$ cat src/rtl/lsu.sv
// -----------------------------------------------------------------------------
// lsu - load/store unit between the execute-stage ALU and the data memory port.
//
// One memory transaction is in flight at a time. The ALU result is the
// effective address and register operand 2 is the store data. The unit handles
// byte, half and word sizing, byte enables, store lane replication, load
// sign/zero extension and illegal-size errors. It returns a single-cycle
// completion pulse carrying the extended load value and the destination tag.
//
// Optional feature macro: LSU_MISALIGN_TRAP_EN
//   defined   : misaligned H/HU/SH (addr[0]=1) and W/SW (addr[1:0]!=0)
//               complete immediately with rsp_err=1 and make no memory access.
//   undefined : the offending low address bits are ignored. H uses the half
//               selected by addr[1] and W uses the word address.
//
// Ports
//   clk, rst_n                 clock (rising edge), asynchronous active-low reset
//   req_valid / req_ready      request handshake from execute (ready only in IDLE)
//   req_we                     1 = store, 0 = load
//   req_funct3                 RISC-V size code (B/H/W/BU/HU)
//   req_addr, req_wdata        effective address, store data
//   req_rd                     destination register tag, echoed on rsp_rd
//   mem_req / mem_gnt          memory request strobe and grant
//   mem_we, mem_addr, mem_be   write flag, word-aligned address, byte enables
//   mem_wdata                  lane-replicated store data
//   mem_rvalid, mem_rdata      read data return
//   rsp_valid                  one-cycle completion pulse
//   rsp_data, rsp_rd, rsp_err  extended load data (0 for stores/errors), tag, fault
//   busy                       FSM is not in IDLE
//
// D_WIDTH is a parameter for port sizing only; the lane logic assumes 32.
// -----------------------------------------------------------------------------
module lsu #(
    parameter int D_WIDTH = 32
) (
    input  logic               clk,
    input  logic               rst_n,

    input  logic               req_valid,
    output logic               req_ready,
    input  logic               req_we,
    input  logic [2:0]         req_funct3,
    input  logic [D_WIDTH-1:0] req_addr,
    input  logic [D_WIDTH-1:0] req_wdata,
    input  logic [4:0]         req_rd,

    output logic               mem_req,
    output logic               mem_we,
    output logic [D_WIDTH-1:0] mem_addr,
    output logic [3:0]         mem_be,
    output logic [D_WIDTH-1:0] mem_wdata,
    input  logic               mem_gnt,
    input  logic               mem_rvalid,
    input  logic [D_WIDTH-1:0] mem_rdata,

    output logic               rsp_valid,
    output logic [D_WIDTH-1:0] rsp_data,
    output logic [4:0]         rsp_rd,
    output logic               rsp_err,
    output logic               busy
);

    // RISC-V load/store size codes.
    localparam logic [2:0] F3_B  = 3'b000;
    localparam logic [2:0] F3_H  = 3'b001;
    localparam logic [2:0] F3_W  = 3'b010;
    localparam logic [2:0] F3_BU = 3'b100;
    localparam logic [2:0] F3_HU = 3'b101;

    typedef enum logic [1:0] {
        S_IDLE = 2'd0,
        S_REQ  = 2'd1,
        S_WAIT = 2'd2,
        S_DONE = 2'd3
    } state_e;

    state_e               state_q, state_d;
    logic                 we_q, we_d;
    logic [2:0]           funct3_q, funct3_d;
    logic [D_WIDTH-1:0]   addr_q, addr_d;
    logic [D_WIDTH-1:0]   wdata_q, wdata_d;
    logic [4:0]           rd_q, rd_d;
    logic [D_WIDTH-1:0]   rsp_data_q, rsp_data_d;
    logic [4:0]           rsp_rd_q, rsp_rd_d;
    logic                 rsp_err_q, rsp_err_d;

    // -------------------------------------------------------------------------
    // Request classification (evaluated on the incoming request in IDLE)
    // -------------------------------------------------------------------------
    // Loads accept B/H/W/BU/HU. Stores accept B/H/W only, because an
    // "unsigned store" has no meaning.
    function automatic logic f3_illegal(input logic we, input logic [2:0] f3);
        logic bad;
        case (f3)
            F3_B, F3_H, F3_W: bad = 1'b0;
            F3_BU, F3_HU:     bad = we;
            default:          bad = 1'b1;
        endcase
        return bad;
    endfunction

    logic req_illegal;
    logic req_trap;

    assign req_illegal = f3_illegal(req_we, req_funct3);

`ifdef LSU_MISALIGN_TRAP_EN
    // funct3[1:0] encodes the size for both signed and unsigned loads.
    function automatic logic misaligned(input logic [2:0] f3, input logic [1:0] a);
        logic mis;
        case (f3[1:0])
            2'b01:   mis = a[0];
            2'b10:   mis = (a != 2'b00);
            default: mis = 1'b0;
        endcase
        return mis;
    endfunction

    assign req_trap = misaligned(req_funct3, req_addr[1:0]);
`else
    assign req_trap = 1'b0;
`endif

    // -------------------------------------------------------------------------
    // Memory-side datapath, built from the registered request
    // -------------------------------------------------------------------------
    logic [3:0]         be_raw;
    logic [D_WIDTH-1:0] wdata_rep;

    always_comb begin
        // NOTE: every always_comb output gets a default before the case, so no
        // path can leave it unassigned and infer a latch.
        be_raw    = 4'b1111;
        wdata_rep = wdata_q;
        case (funct3_q[1:0])
            2'b00: begin
                be_raw    = 4'b0001 << addr_q[1:0];
                wdata_rep = {4{wdata_q[7:0]}};
            end
            2'b01: begin
                be_raw    = 4'b0011 << {addr_q[1], 1'b0};
                wdata_rep = {2{wdata_q[15:0]}};
            end
            default: begin
                be_raw    = 4'b1111;
                wdata_rep = wdata_q;
            end
        endcase
    end

    // -------------------------------------------------------------------------
    // Load lane select and extension
    // -------------------------------------------------------------------------
    logic [7:0]         byte_lane;
    logic [15:0]        half_lane;
    logic [D_WIDTH-1:0] load_ext;

    always_comb begin
        byte_lane = 8'h00;
        half_lane = 16'h0000;
        load_ext  = mem_rdata;

        case (addr_q[1:0])
            2'b00:   byte_lane = mem_rdata[7:0];
            2'b01:   byte_lane = mem_rdata[15:8];
            2'b10:   byte_lane = mem_rdata[23:16];
            default: byte_lane = mem_rdata[31:24];
        endcase
        // addr[0] is ignored for halves, so a misaligned H (untrapped build)
        // reads the half selected by addr[1].
        half_lane = addr_q[1] ? mem_rdata[31:16] : mem_rdata[15:0];

        case (funct3_q)
            F3_B:    load_ext = {{24{byte_lane[7]}}, byte_lane};
            F3_BU:   load_ext = {24'h000000, byte_lane};
            F3_H:    load_ext = {{16{half_lane[15]}}, half_lane};
            F3_HU:   load_ext = {16'h0000, half_lane};
            default: load_ext = mem_rdata;
        endcase
    end

    // -------------------------------------------------------------------------
    // FSM next-state and register updates
    // -------------------------------------------------------------------------
    always_comb begin
        state_d    = state_q;
        we_d       = we_q;
        funct3_d   = funct3_q;
        addr_d     = addr_q;
        wdata_d    = wdata_q;
        rd_d       = rd_q;
        rsp_data_d = rsp_data_q;
        rsp_rd_d   = rsp_rd_q;
        rsp_err_d  = rsp_err_q;

        case (state_q)
            S_IDLE: begin
                if (req_valid) begin
                    we_d     = req_we;
                    funct3_d = req_funct3;
                    addr_d   = req_addr;
                    wdata_d  = req_wdata;
                    rd_d     = req_rd;
                    if (req_illegal || req_trap) begin
                        // Faulting access: complete without touching memory.
                        // The tag comes straight from the request because
                        // rd_q is only being loaded this cycle.
                        state_d    = S_DONE;
                        rsp_data_d = '0;
                        rsp_rd_d   = req_rd;
                        rsp_err_d  = 1'b1;
                    end else begin
                        state_d = S_REQ;
                    end
                end
            end

            S_REQ: begin
                if (mem_gnt) begin
                    if (we_q) begin
                        state_d    = S_DONE;
                        rsp_data_d = '0;
                        rsp_rd_d   = rd_q;
                        rsp_err_d  = 1'b0;
                    end else begin
                        state_d = S_WAIT;
                    end
                end
            end

            S_WAIT: begin
                if (mem_rvalid) begin
                    state_d    = S_DONE;
                    rsp_data_d = load_ext;
                    rsp_rd_d   = rd_q;
                    rsp_err_d  = 1'b0;
                end
            end

            S_DONE: begin
                state_d = S_IDLE;
            end

            default: begin
                state_d = S_IDLE;
            end
        endcase
    end

    // The request payload registers are reset too. The gated mem_* outputs
    // and the held rsp_* values then come out of reset as defined zeros.
    always_ff @(posedge clk or negedge rst_n) begin
        if (!rst_n) begin
            state_q    <= S_IDLE;
            we_q       <= 1'b0;
            funct3_q   <= 3'b000;
            addr_q     <= '0;
            wdata_q    <= '0;
            rd_q       <= 5'd0;
            rsp_data_q <= '0;
            rsp_rd_q   <= 5'd0;
            rsp_err_q  <= 1'b0;
        end else begin
            // NOTE: sequential state uses non-blocking assignments, so every
            // flop samples its pre-edge value no matter how the statements are
            // ordered.
            state_q    <= state_d;
            we_q       <= we_d;
            funct3_q   <= funct3_d;
            addr_q     <= addr_d;
            wdata_q    <= wdata_d;
            rd_q       <= rd_d;
            rsp_data_q <= rsp_data_d;
            rsp_rd_q   <= rsp_rd_d;
            rsp_err_q  <= rsp_err_d;
        end
    end

    // -------------------------------------------------------------------------
    // Outputs
    // -------------------------------------------------------------------------
    logic in_req;
    assign in_req = (state_q == S_REQ);

    assign req_ready = (state_q == S_IDLE);
    assign busy      = (state_q != S_IDLE);

    // The memory fields are qualified by REQ. They stay constant while the
    // grant is pending and read as zero otherwise. Because they derive from
    // the asynchronously reset state register, a reset drops mem_req at once.
    assign mem_req   = in_req;
    assign mem_we    = in_req & we_q;
    assign mem_addr  = in_req ? {addr_q[D_WIDTH-1:2], 2'b00} : '0;
    assign mem_be    = in_req ? be_raw : 4'b0000;
    assign mem_wdata = in_req ? wdata_rep : '0;

    assign rsp_valid = (state_q == S_DONE);
    assign rsp_data  = rsp_data_q;
    assign rsp_rd    = rsp_rd_q;
    assign rsp_err   = rsp_err_q;

endmodule

$ cat config.mk
export PLATFORM = sky130hd
export DESIGN_NAME = lsu
export DESIGN_NICKNAME = d
export VERILOG_FILES = /design/src/rtl/lsu.sv
export SDC_FILE = /design/constraint.sdc
export NUM_CORES = 1
export LEC_CHECK = 0
export BUFFER_PORTS_ARGS = -buffer_cell sky130_fd_sc_hd__buf_2
export CAP_MARGIN = 10
export CORE_AREA = 8 8 117 119
export DETAILED_ROUTE_END_ITERATION = 7
export DIE_AREA = 0 0 125 127
export PLACE_DENSITY_LB_ADDON = 0.12
export SYNTH_ARGS = -nofsm -noshare
export SYNTH_HDL_FRONTEND = slang
export SYNTH_SLANG_ARGS = --single-unit
$ cat constraint.sdc
create_clock -name clk -period 2.52 [get_ports clk]
set_clock_uncertainty 0.2 [all_clocks]
set_input_delay 0.504 -clock clk [delete_from_list [all_inputs] [get_ports clk]]
set_output_delay 0.504 -clock clk [all_outputs]
set_load 0.03 [all_outputs]
Word level (Yosys, flattened, before mapping) --
Index checks and enable logic that the tools add are counted. W data, S select, Z words.
Storage, ports and cells: bits of input ports 110, output and inout port bits 111, logic and storage cells 75, register bits after elaboration 113
Cells by class: shift operators 2, muxes and demuxes 33, reduce and logical (&&, ||, !) cells 12, bitwise logic cells 1, eq/ne operators 18
Operators with widths (number):
- $mux W32 | 7
- $pmux W32 S4 | 1
- $pmux W32 S3 | 1
- $pmux W32 S2 | 1
- $mux W5 | 5
- $pmux W8 S3 | 1
- $mux W16 | 1
- $pmux W5 S3 | 1
- $eq A3 B3 Y1 const B | 4
- $mux W2 | 4
- $ne A2 B2 Y1 const B | 4
- $pmux W2 S4 | 1
- $pmux W4 S2 | 1
- $eq A2 B1 Y1 const B | 3
- $eq A2 B2 Y1 const B | 3
- $eq A3 B1 Y1 const B | 2
- $logic_not A2 Y1 | 3
- $logic_not A3 Y1 | 2
- $mux W1 | 6
- $reduce_and A6 Y1 | 1
- $mux W4 | 1
- $shl A1 B2 Y4 const A | 1
- $shl A2 B2 Y4 const A | 1
- $eq A3 B2 Y1 const B | 1
- 10 further kinds | 10

Depth between registers and ports, before layout --
Gate-level depths: netlist of the first run.
word-level depth 6, gate-level depth with buffers 8, mapped depth without buffers 6

Least setup slack after synthesis of the first run --
No wires, ideal clock.
kind reg-to-reg, from reg state_q[0], to reg rsp_data_q[22] (netlist: rsp_data[22]), path buffers 2, setup slack -0.112 ns, data required time 2.198 ns, setup time 0.122 ns, arrival time 2.310 ns, period minus slack after synthesis 2.632 ns, stages on the path, launching flop included 9, cells stage by stage dfrtp_1 > inv_1 > ha_1 > inv_1 > o221ai_1 > or3_1 > buf_4 > buf_2 > a32o_1
Between the ends: word-level cells in the longest chain between the ends 3, elaborated cells on any way between the ends 11, those cells by class 7 x eq/ne; 1 x mux; 3 x reduce/logical
RTL lines:
- start: declaration | RTL line 77 | state_e state_q, state_d;
- start signal: assignment | RTL line 267 | state_q <= state_d;
- $logic_not A2 Y1 (*)
- via req_ready | RTL line 40 | output logic req_ready,
- $ne A2 B1 Y1 (no line), or another cell as far along
- $reduce_and A6 Y1 (no line)
- end signal: assignment | RTL line 273 | rsp_data_q <= rsp_data_d;
- end: declaration | RTL line 83 | logic [D_WIDTH-1:0] rsp_data_q, rsp_data_d;
Mark *: on every way through the listed nets, which the timed path passes. The rest lies on a longest branch. A chain may end at the register's enable or synchronous reset.

Worst setup path in the final report of the first run --
from reg state_q[0], to out mem_wdata[9]
Between the ends: word-level cells in the longest chain between the ends 2
RTL lines:
- $eq A2 B1 Y1 | RTL line 283 | assign in_req = (state_q == S_REQ);
- $mux W32 | RTL line 295 | assign mem_wdata = in_req ? wdata_rep : '0;
- end: declaration | RTL line 51 | output logic [D_WIDTH-1:0] mem_wdata,
Every way passes these cells.

==> impl_metrics.tcl, run 1 <==
set metrics [dict create \
    postRouteAntennaNets 0 \
    port_buffers 218 \
    crit_family "buffers and inverters" \
    drtIter0Drc 343 \
    setup_viol 0 \
    p_int_mw 6.763 \
    cts_root_buffer "clkbuf_16" \
    finalCritPeriodShare_pct 96.56 \
    clkSinkCount 113 \
    io_pins 221 \
    postLayoutCoreUtil_pct 66.36 \
    place_area_mm2 0.007131 \
    period_minus_slack_ns 2.433 \
    area_growth_syn_to_layout_pct 35.38 \
    stdcell_count 895 \
    synth-edff-count 0 \
    clock_latency_ns 0.42 \
    die_area_mm2 0.01588 \
    cp-end-kind "output pin" \
    hold_viol_final 0 \
    htreeDepth 4 \
    outcome "finished, final reports clean" \
    hpwlAfterDp_um 12430 \
    synth_top_area_share_pct 48.84 \
    antenna_cells 0 \
    fin_nets 851 \
    worstPathArrival_ns 1.73 \
    ys_seq_area_share_pct 48.84 \
    ctsLongestPathBuffers 2 \
    worstMarginPinSlew_ns 0.6057 \
    switching_share_pct 42.31 \
    r2r_slack_ns 0.18 \
    cts_tree "yes" \
    path_buf_inv 3 \
    hp-class "input port to flip-flop" \
    dp.cells 862 \
    worst_path_largest_cell_delay_ns 0.44 \
    vdd_drop_max_mv 0.8075 \
    drt_pass1_iterations 4 \
    synth-main-ff-cell "dfrtp_1" \
    start_util_pct 49.01 \
    grt_max_degree 59 \
    overflow 0 \
    grtUsageTotal_pct 21.28 \
    yosysWarnings 0 \
    critPathSlowestCell "dfrtp_1" \
    power_frac_comb_pct 51.8 \
    critPathMaxFanout 28 \
    design_area_mm2 0.007838 \
    place_congestion 0.8110 \
    switching_power_mw 4.961 \
    die_x_um 125 \
    cts.reportedPaths.clkPinSlew_ns 0.05 \
    p_leak_nw 3.926 \
    avgViaCountPerCell 5.431 \
    start_kind "flip-flop" \
    slew_headroom_pct 59.62 \
    cp.required_ns 1.82 \
    fmax_mhz 411.0 \
    drive_gt1_share_pct 50.80 \
    die_h_um 127 \
    fp-row-count 40 \
    wl_per_cell_um 18.82 \
    worstSetupPathType "flip-flop to output pin" \
    vias 4861 \
    grt_first_pass_wirelength_um 27010 \
    post_synth.cell_area_avg_um2 11.26 \
    p_clk_share_pct 20.8 \
    syn_area_mm2 0.005789 \
    rsz0062_at_grt "false" \
    max-cap-violations 0 \
    post-route-drc-count 0 \
    synthArstFlopShare_pct 100.0 \
    synth_cell_types 40 \
    core_area_mm2 0.01181 \
    antenna_found_initial 0 \
    ys_top_cells_by_area "dfrtp_1 (49%), mux2_2 (17%), and2_1 (4.2%)" \
    synth_top_area_cell "dfrtp_1" \
    power_density_mw_per_mm2 1496 \
    hold_ws_ns 0.1171 \
    pwr-share-seq_pct 27.5 \
    ys_seq_elements 113 \
    cts_inserted_buffers 17 \
    p_total_mw 11.72 \
    final-max-slew-violation-count 0 \
    grt_pass1_vias 5259 \
    drt-total-wl_um 16850 \
    syn_inst 514 \
    path_cells "ha_2, inv_1, buf_12, a21oi_1, buf_4" \
]
==> cell usage after synthesis, types with 8 or more instances <==
| cell | count |
|---|---|
| a21oi_1 | 29 |
| a22o_1 | 9 |
| a32o_1 | 18 |
| and2_1 | 39 |
| clkbuf_1 | 23 |
| dfrtp_1 | 113 |
| inv_1 | 8 |
| mux2_2 | 85 |
| mux2i_1 | 19 |
| nand2_1 | 29 |
| nand2b_1 | 19 |
| nor2_1 | 29 |
| o211ai_1 | 8 |
| o21ai_0 | 8 |
| o31ai_1 | 13 |
==> sequential cells by signal, indices dropped and copies added (netlist names) <==
| register | cells |
|---|---|
| addr_q | 32 |
| rsp_data | 32 |
| wdata_q | 32 |
| rd_q | 5 |
| rsp_rd | 5 |
| funct3_q | 3 |
| state_q | 2 |
| rsp_err | 1 |
| we_q | 1 |
==> routing by layer <==
layer	global-route usage, %	part of all wire, %	up-vias
li1	-	-	2269
met1	23.92	40	2398
met2	36.72	51	174
met3	7.321	8.1	20
met4	8.166	1.4	0
met5	0	0	-
==> layout make-up <==
cell class	instances	area, um^2
Fill cell	951	3974
Sequential cell	113	2829
Multi-Input combinational cell	352	2779
Timing Repair Buffer	243	1409
Clock buffer	20	466.7
Tap cell	147	183.9
Clock inverter	11	136.4
Inverter	9	33.78
==> cells by family after synthesis <==
kind of cell / after synthesis / share of synthesized area, %
buffers and inverters: 50 / 3.976
adder cells (fa/ha/maj): 5 / 1.081
AO/OA/AOI/OAI: 105 / 13.08
AND/OR/NAND/NOR: 135 / 12.75
multiplexers: 105 / 20.21
flip-flops: 113 / 48.84
other: 1 / 0.06477
==> power groups by stage <==
stage | Combinational, mW | Sequential, mW | Clock (mW)
finish | 6.07 | 3.22 | 2.43
floorplan | 4.04 | 3.46 | 0
global placement | 5.80 | 3.18 | 0
detailed placement | 5.93 | 3.25 | 0
global route | 6.51 | 3.33 | 2.54
CTS | 6.05 | 3.21 | 2.47
==> placed cells by master, fill, tap and decap left out, types with 4 or more instances in the layout <==
cell	synthesis	layout
a211o_1	5	5
a21oi_1	29	24
a21oi_2	0	5
a22o_1	9	9
a31oi_1	7	7
a32o_1	18	18
and2_1	39	39
and2b_1	4	4
buf_12	0	6
buf_2	7	203
buf_4	3	29
buf_6	3	4
clkbuf_16	0	17
clkinv_2	0	6
dfrtp_1	113	112
ha_1	5	4
inv_1	8	6
mux2_2	85	85
mux2i_1	19	19
nand2_1	29	27
nand2b_1	19	19
nand3b_1	7	7
nor2_1	29	24
nor2_2	0	5
o211ai_1	8	8
o21ai_0	8	8
o31ai_1	13	13
==> per-stage QoR <==
| step | setup TNS (ns) | setup slack [ns] |
|---|---|---|
| 3_5_place_dp | 0 | 0.1048 |
| 4_1_cts | 0 | 0.04599 |
| 3_3_place_gp | 0 | 0.2189 |
| 5_1_grt | 0 | 0.0002476 |
| 6_report | 0 | 0.08669 |
| 2_1_floorplan | -1.097 | -0.1111 |
==> worst paths after layout <==
check,cells past startpoint,from,end
min,2,req_addr[2],addr_q[2]$_DFFE_PN0P_
max in group asynchronous,3,rst_n,addr_q[22]$_DFFE_PN0P_
max,5,state_q[0]$_DFFE_PN0P_,mem_wdata[9]
min in group asynchronous,2,rst_n,rd_q[2]$_DFFE_PN0P_
max reg2reg,7,state_q[0]$_DFFE_PN0P_,rsp_rd[4]$_DFFE_PN0P_
min reg2reg,1,rsp_data[18]$_DFFE_PN0P_,rsp_data[18]$_DFFE_PN0P_
==> timing repair <==
action,4_1_cts,5_1_grt
hold endpoints to repair,40,0
setup buffers,1,0
setup endpoints to repair,67,65
hold buffers,1,0
resized for setup,14,20
gates cloned,0,0
Note: power is estimated with default switching activity, not from simulation.
==> inputs of run 2 (changes only) <==
- BUFFER_PORTS_ARGS: -buffer_cell sky130_fd_sc_hd__buf_2 -> -buffer_cell sky130_fd_sc_hd__clkbuf_2
==> impl_metrics.tcl, run 2 (synthesis gave the netlist of run 1 again) <==
set metrics [dict create \
    outcome "finished, final reports clean" \
    path_buf_inv 4 \
    worstMarginPinSlew_ns 0.6112 \
    power_density_mw_per_mm2 1508 \
    regArea_mm2 0.002830 \
    period_minus_slack_ns 2.459 \
    worstSetupPathType "flip-flop to output pin" \
    hpwlAfterDp_um 12640 \
    max-cap-violations 0 \
    drt-total-wl_um 17070 \
    fp-row-count 40 \
    io_pins 221 \
    cpMostUsedCell "inv_1" \
    design_area_mm2 0.007913 \
    cp-endpoint "mem_be[1]" \
    cp.required_ns 1.82 \
    vdd_drop_max_mv 0.7464 \
    ctsLongestPathBuffers 2 \
    p_total_mw 11.93 \
    critPathLaunch "state_q[1]$_DFFE_PN0P_" \
    final_cell_mix "clkbuf_2 (192), dfrtp_1 (111), mux2_2 (85)" \
    start_kind "flip-flop" \
    multiInputGateArea_mm2 0.002800 \
    cp.depth 6 \
    drtIter0Drc 319 \
    drive_gt1_share_pct 51.86 \
    stdcell_count 901 \
    avgViaCountPerCell 5.467 \
    worst_path_largest_cell_delay_ns 0.38 \
    r2r_slack_ns 0.14 \
    drt_pass1_iterations 4 \
    cts_root_buffer "clkbuf_16" \
    cp-end-kind "output pin" \
    place_area_mm2 0.007143 \
    setup_viol 0 \
    rsz0062_at_grt "true" \
    die_h_um 127 \
    place_congestion 0.8119 \
    final.fill_count 974 \
    finalCritPeriodShare_pct 97.58 \
    hp-class "input port to flip-flop" \
    cts_tree "yes" \
    wl_per_cell_um 18.95 \
    post-route-drc-count 0 \
    grtUsageTotal_pct 21.50 \
    setup_ws_ns 0.06102 \
    place_ws_ns 0.1327 \
    start_util_pct 49.01 \
    grt_pass1_vias 5322 \
    slew_headroom_pct 59.26 \
    clkSinkCount 113 \
    vias 4926 \
    antenna_found_initial 0 \
    p_leak_nw 3.929 \
    die_x_um 125 \
    clock_latency_ns 0.41 \
    hold_ws_ns 0.1210 \
    critPathMaxFanout 28 \
    crit_family "buffers and inverters" \
    final-max-slew-violation-count 0 \
    cts.reportedPaths.clkPinSlew_ns 0.05 \
    fmax_mhz 406.7 \
    grt_first_pass_wirelength_um 27230 \
    critPathSlowestCell "dfrtp_1" \
    port_buffers 218 \
    dp.cells 867 \
    r2r-end "rsp_data[17]$_DFFE_PN0P_" \
    postLayoutCoreUtil_pct 66.99 \
    cts_inserted_buffers 17 \
    fin_nets 856 \
    hold_viol_final 0 \
    area_growth_syn_to_layout_pct 36.68 \
    rr_startpoint "state_q[0]$_DFFE_PN0P_" \
    grt_max_degree 46 \
    htreeDepth 4 \
    setup_tns_ns 0 \
    worstPathArrival_ns 1.75 \
    die_area_mm2 0.01588 \
    overflow 0 \
    antenna_cells 0 \
    postRouteAntennaNets 0 \
    core_area_mm2 0.01181 \
    reg2reg_depth 8 \
    path_cells "inv_1, ha_2, inv_1, buf_12, a21oi_1, buf_4" \
    layout_commonest_cell "clkbuf_2" \
]
[run 2: changes by cell type in the layout (fill, tap and decap cells not counted), sizes merged]
cell / delta
clkbuf: +195
bufinv: +1
buf: -189
clkinvlp: -1
[run 2: worst min-delay path by stage]
| stage | slack [ns] | endpoint | cells after the start | from |
|---|---|---|---|---|
| floorplan | 0.008 | addr_q[0]$_DFFE_PN0P_ | 0 | rst_n |
| finish | 0.12 | wdata_q[19]$_DFFE_PN0P_ | 2 | req_wdata[19] |
| CTS | 0.11 | addr_q[26]$_DFFE_PN0P_ | 2 | req_addr[26] |
| global route | 0.11 | wdata_q[19]$_DFFE_PN0P_ | 2 | req_wdata[19] |
| detailed placement | 0.28 | rsp_data[22]$_DFFE_PN0P_ | 1 | rsp_data[22]$_DFFE_PN0P_ |
| global placement | 0.28 | rsp_data[30]$_DFFE_PN0P_ | 1 | rsp_data[30]$_DFFE_PN0P_ |
[run 2: what timing repair did]
item                                    in CTS  in global routing
endpoints found under the setup margin      67                 31
endpoints found under the hold margin       40                  0
gates resized for setup                     24                 48
gates cloned                                 0                  0
buffers inserted                             1                  0
pin swaps                                    0                  0
hold buffers                                 1                  0
[run 2: layer usage]
metal	global-route usage [%]	wire [um]
met4	8.309	369
met3	7.196	1244
met2	36.91	8486
met5	0	0
met1	24.41	6969
[run 2: layout make-up]
class	instances	area share, %
clock buffers	21	5.946
repair buffers	248	18.14
flip-flops and latches	113	35.77
multi-input cells	352	35.39
inverters	9	0.4269
well taps	147	2.324
clock inverters	11	2.008
[run 2: where the power goes]
part / switching, mW / leakage [nW] / internal, mW
logic: 3.65 / 2.23 / 2.52
registers: 0.550 / 1.38 / 2.68
clock network: 0.810 / 0.316 / 1.72
total: 5.01 / 3.93 / 6.92
==> inputs of run 3 (changes only) <==
- CTS_CLUSTER_DIAMETER: default -> 200
- clock period: 2.52 -> 2.3 ns (I/O delays scaled with it)
==> impl_metrics.tcl, run 3 (synthesis gave the netlist of run 1 again) <==
set metrics [dict create \
    start_kind "flip-flop" \
    avgViaCountPerCell 5.614 \
    switching_power_mw 6.219 \
    io_pins 221 \
    hp-class "input port to flip-flop" \
    final-max-slew-violation-count 0 \
    htreeDepth 4 \
    switching_share_pct 41.94 \
    grt_pass1_vias 5341 \
    clock_latency_ns 0.41 \
    grt_max_degree 42 \
    power_density_mw_per_mm2 1663 \
    cts.reportedPaths.clkPinSlew_ns 0.05 \
    cts_inserted_buffers 17 \
    hold_ws_ns 0.07717 \
    cts_tree "yes" \
    port_buffers 218 \
    postRouteAntennaNets 0 \
    place_ws_ns 0.01455 \
    met3_usage_pct 8.735 \
    drive_gt1_share_pct 59.87 \
    place_congestion 0.8424 \
    setup_ws_ns -0.07787 \
    ctsLongestPathBuffers 2 \
    drtIter0Drc 336 \
    met2_usage_pct 36.98 \
    vias 5148 \
    cp.required_ns 1.64 \
    p_int_mw 8.609 \
    place_area_mm2 0.007279 \
    pwr-share-seq_pct 24.6 \
    antenna_cells 0 \
    grt_first_pass_wirelength_um 28070 \
    hold_viol_final 0 \
    p_total_mw 14.83 \
    antenna_found_initial 0 \
    p_leak_nw 4.230 \
    violations "negative setup slack" \
    outcome "finished with violations" \
    r2r_slack_ns 0.01 \
    stdcell_count 917 \
    area_growth_syn_to_layout_pct 54.03 \
    power_frac_comb_pct 57.9 \
    die_x_um 125 \
    die_area_mm2 0.01588 \
    setup_tns_ns -0.8950 \
    fin_nets 873 \
    fmax_mhz 420.5 \
    wl_per_cell_um 20.80 \
    cp-end-kind "output pin" \
    design_area_mm2 0.008917 \
    die_h_um 127 \
    final.fill_count 772 \
    vdd_drop_max_mv 1.045 \
    cts_root_buffer "clkbuf_16" \
    worstPathArrival_ns 1.72 \
    max-cap-violations 0 \
    gr-max-usage-layer "met2" \
    postLayoutCoreUtil_pct 75.50 \
    worstSetupPathType "flip-flop to output pin" \
    rsz0062_at_grt "true" \
    core_area_mm2 0.01181 \
    fp-row-count 40 \
    met1_usage_pct 25.72 \
    critPathMaxFanout 7 \
    layout_commonest_cell "clkbuf_2" \
    dp.cells 866 \
    drt_pass1_iterations 6 \
    setup_viol 26 \
    overflow 0 \
    grtUsageTotal_pct 22.19 \
    period_minus_slack_ns 2.378 \
    clkSinkCount 113 \
    final_cell_mix "clkbuf_2 (150), dfrtp_1 (111), mux2_2 (85)" \
    finalCritPeriodShare_pct 103.4 \
    p_clk_share_pct 17.5 \
    drt-total-wl_um 19070 \
    post-route-drc-count 0 \
    start_util_pct 49.01 \
    hpwlAfterDp_um 12690 \
]
[run 3: worst max-delay path, cell delays in order (launching register included)]
cell	delay, ns
dfrtp_1	0.39
inv_2	0.11
ha_4	0.24
inv_8	0.08
clkbuf_16	0.18
a21oi_2	0.13
clkbuf_8	0.18
[run 3: layout make-up]
type	count	area [um^2]	area share, %
multi-input combinational	352	3132	35.12
sequential	113	2830	31.74
timing repair buffer	265	2143	24.04
clock buffer	26	509.2	5.711
tap	147	183.9	2.063
clock inverter	5	75.07	0.8419
inverter	9	43.79	0.4911
[run 3: final timing paths]
check | start | depth (start not counted) | to
min in group asynchronous | rst_n | 2 | rd_q[0]$_DFFE_PN0P_
max in group asynchronous | rst_n | 3 | rsp_data[30]$_DFFE_PN0P_
min reg2reg | rsp_data[27]$_DFFE_PN0P_ | 1 | rsp_data[27]$_DFFE_PN0P_
max | state_q[1]$_DFFE_PN0P_ | 6 | mem_wdata[15]
max reg2reg | state_q[1]$_DFFE_PN0P_ | 8 | rsp_rd[3]$_DFFE_PN0P_
min | req_addr[17] | 2 | addr_q[17]$_DFFE_PN0P_
[run 3: power groups by stage]
stage	Combinational (mW)	Clock [mW]	Sequential [mW]
2_1_floorplan	4.57	0	3.80
3_3_place_gp	6.63	0	3.53
3_5_place_dp	6.78	0	3.58
4_1_cts	7.31	2.64	3.55
5_1_grt	9.10	2.73	3.75
6_report	8.59	2.60	3.64
[run 3: what timing repair did]
action	CTS	global route
endpoints found under the hold margin	25	0
gates resized for setup	79	224
setup endpoints to repair	68	68
gates cloned	1	6
buffers inserted	4	8
hold buffers	1	0
pin swaps	1	12
[run 3: metal layers]
metal / up-vias / wire [um]
met2: 221 / 9722
met3: 33 / 1624
li1: 2321 / -
met5: - / 0
met4: 0 / 408
met1: 2573 / 7314
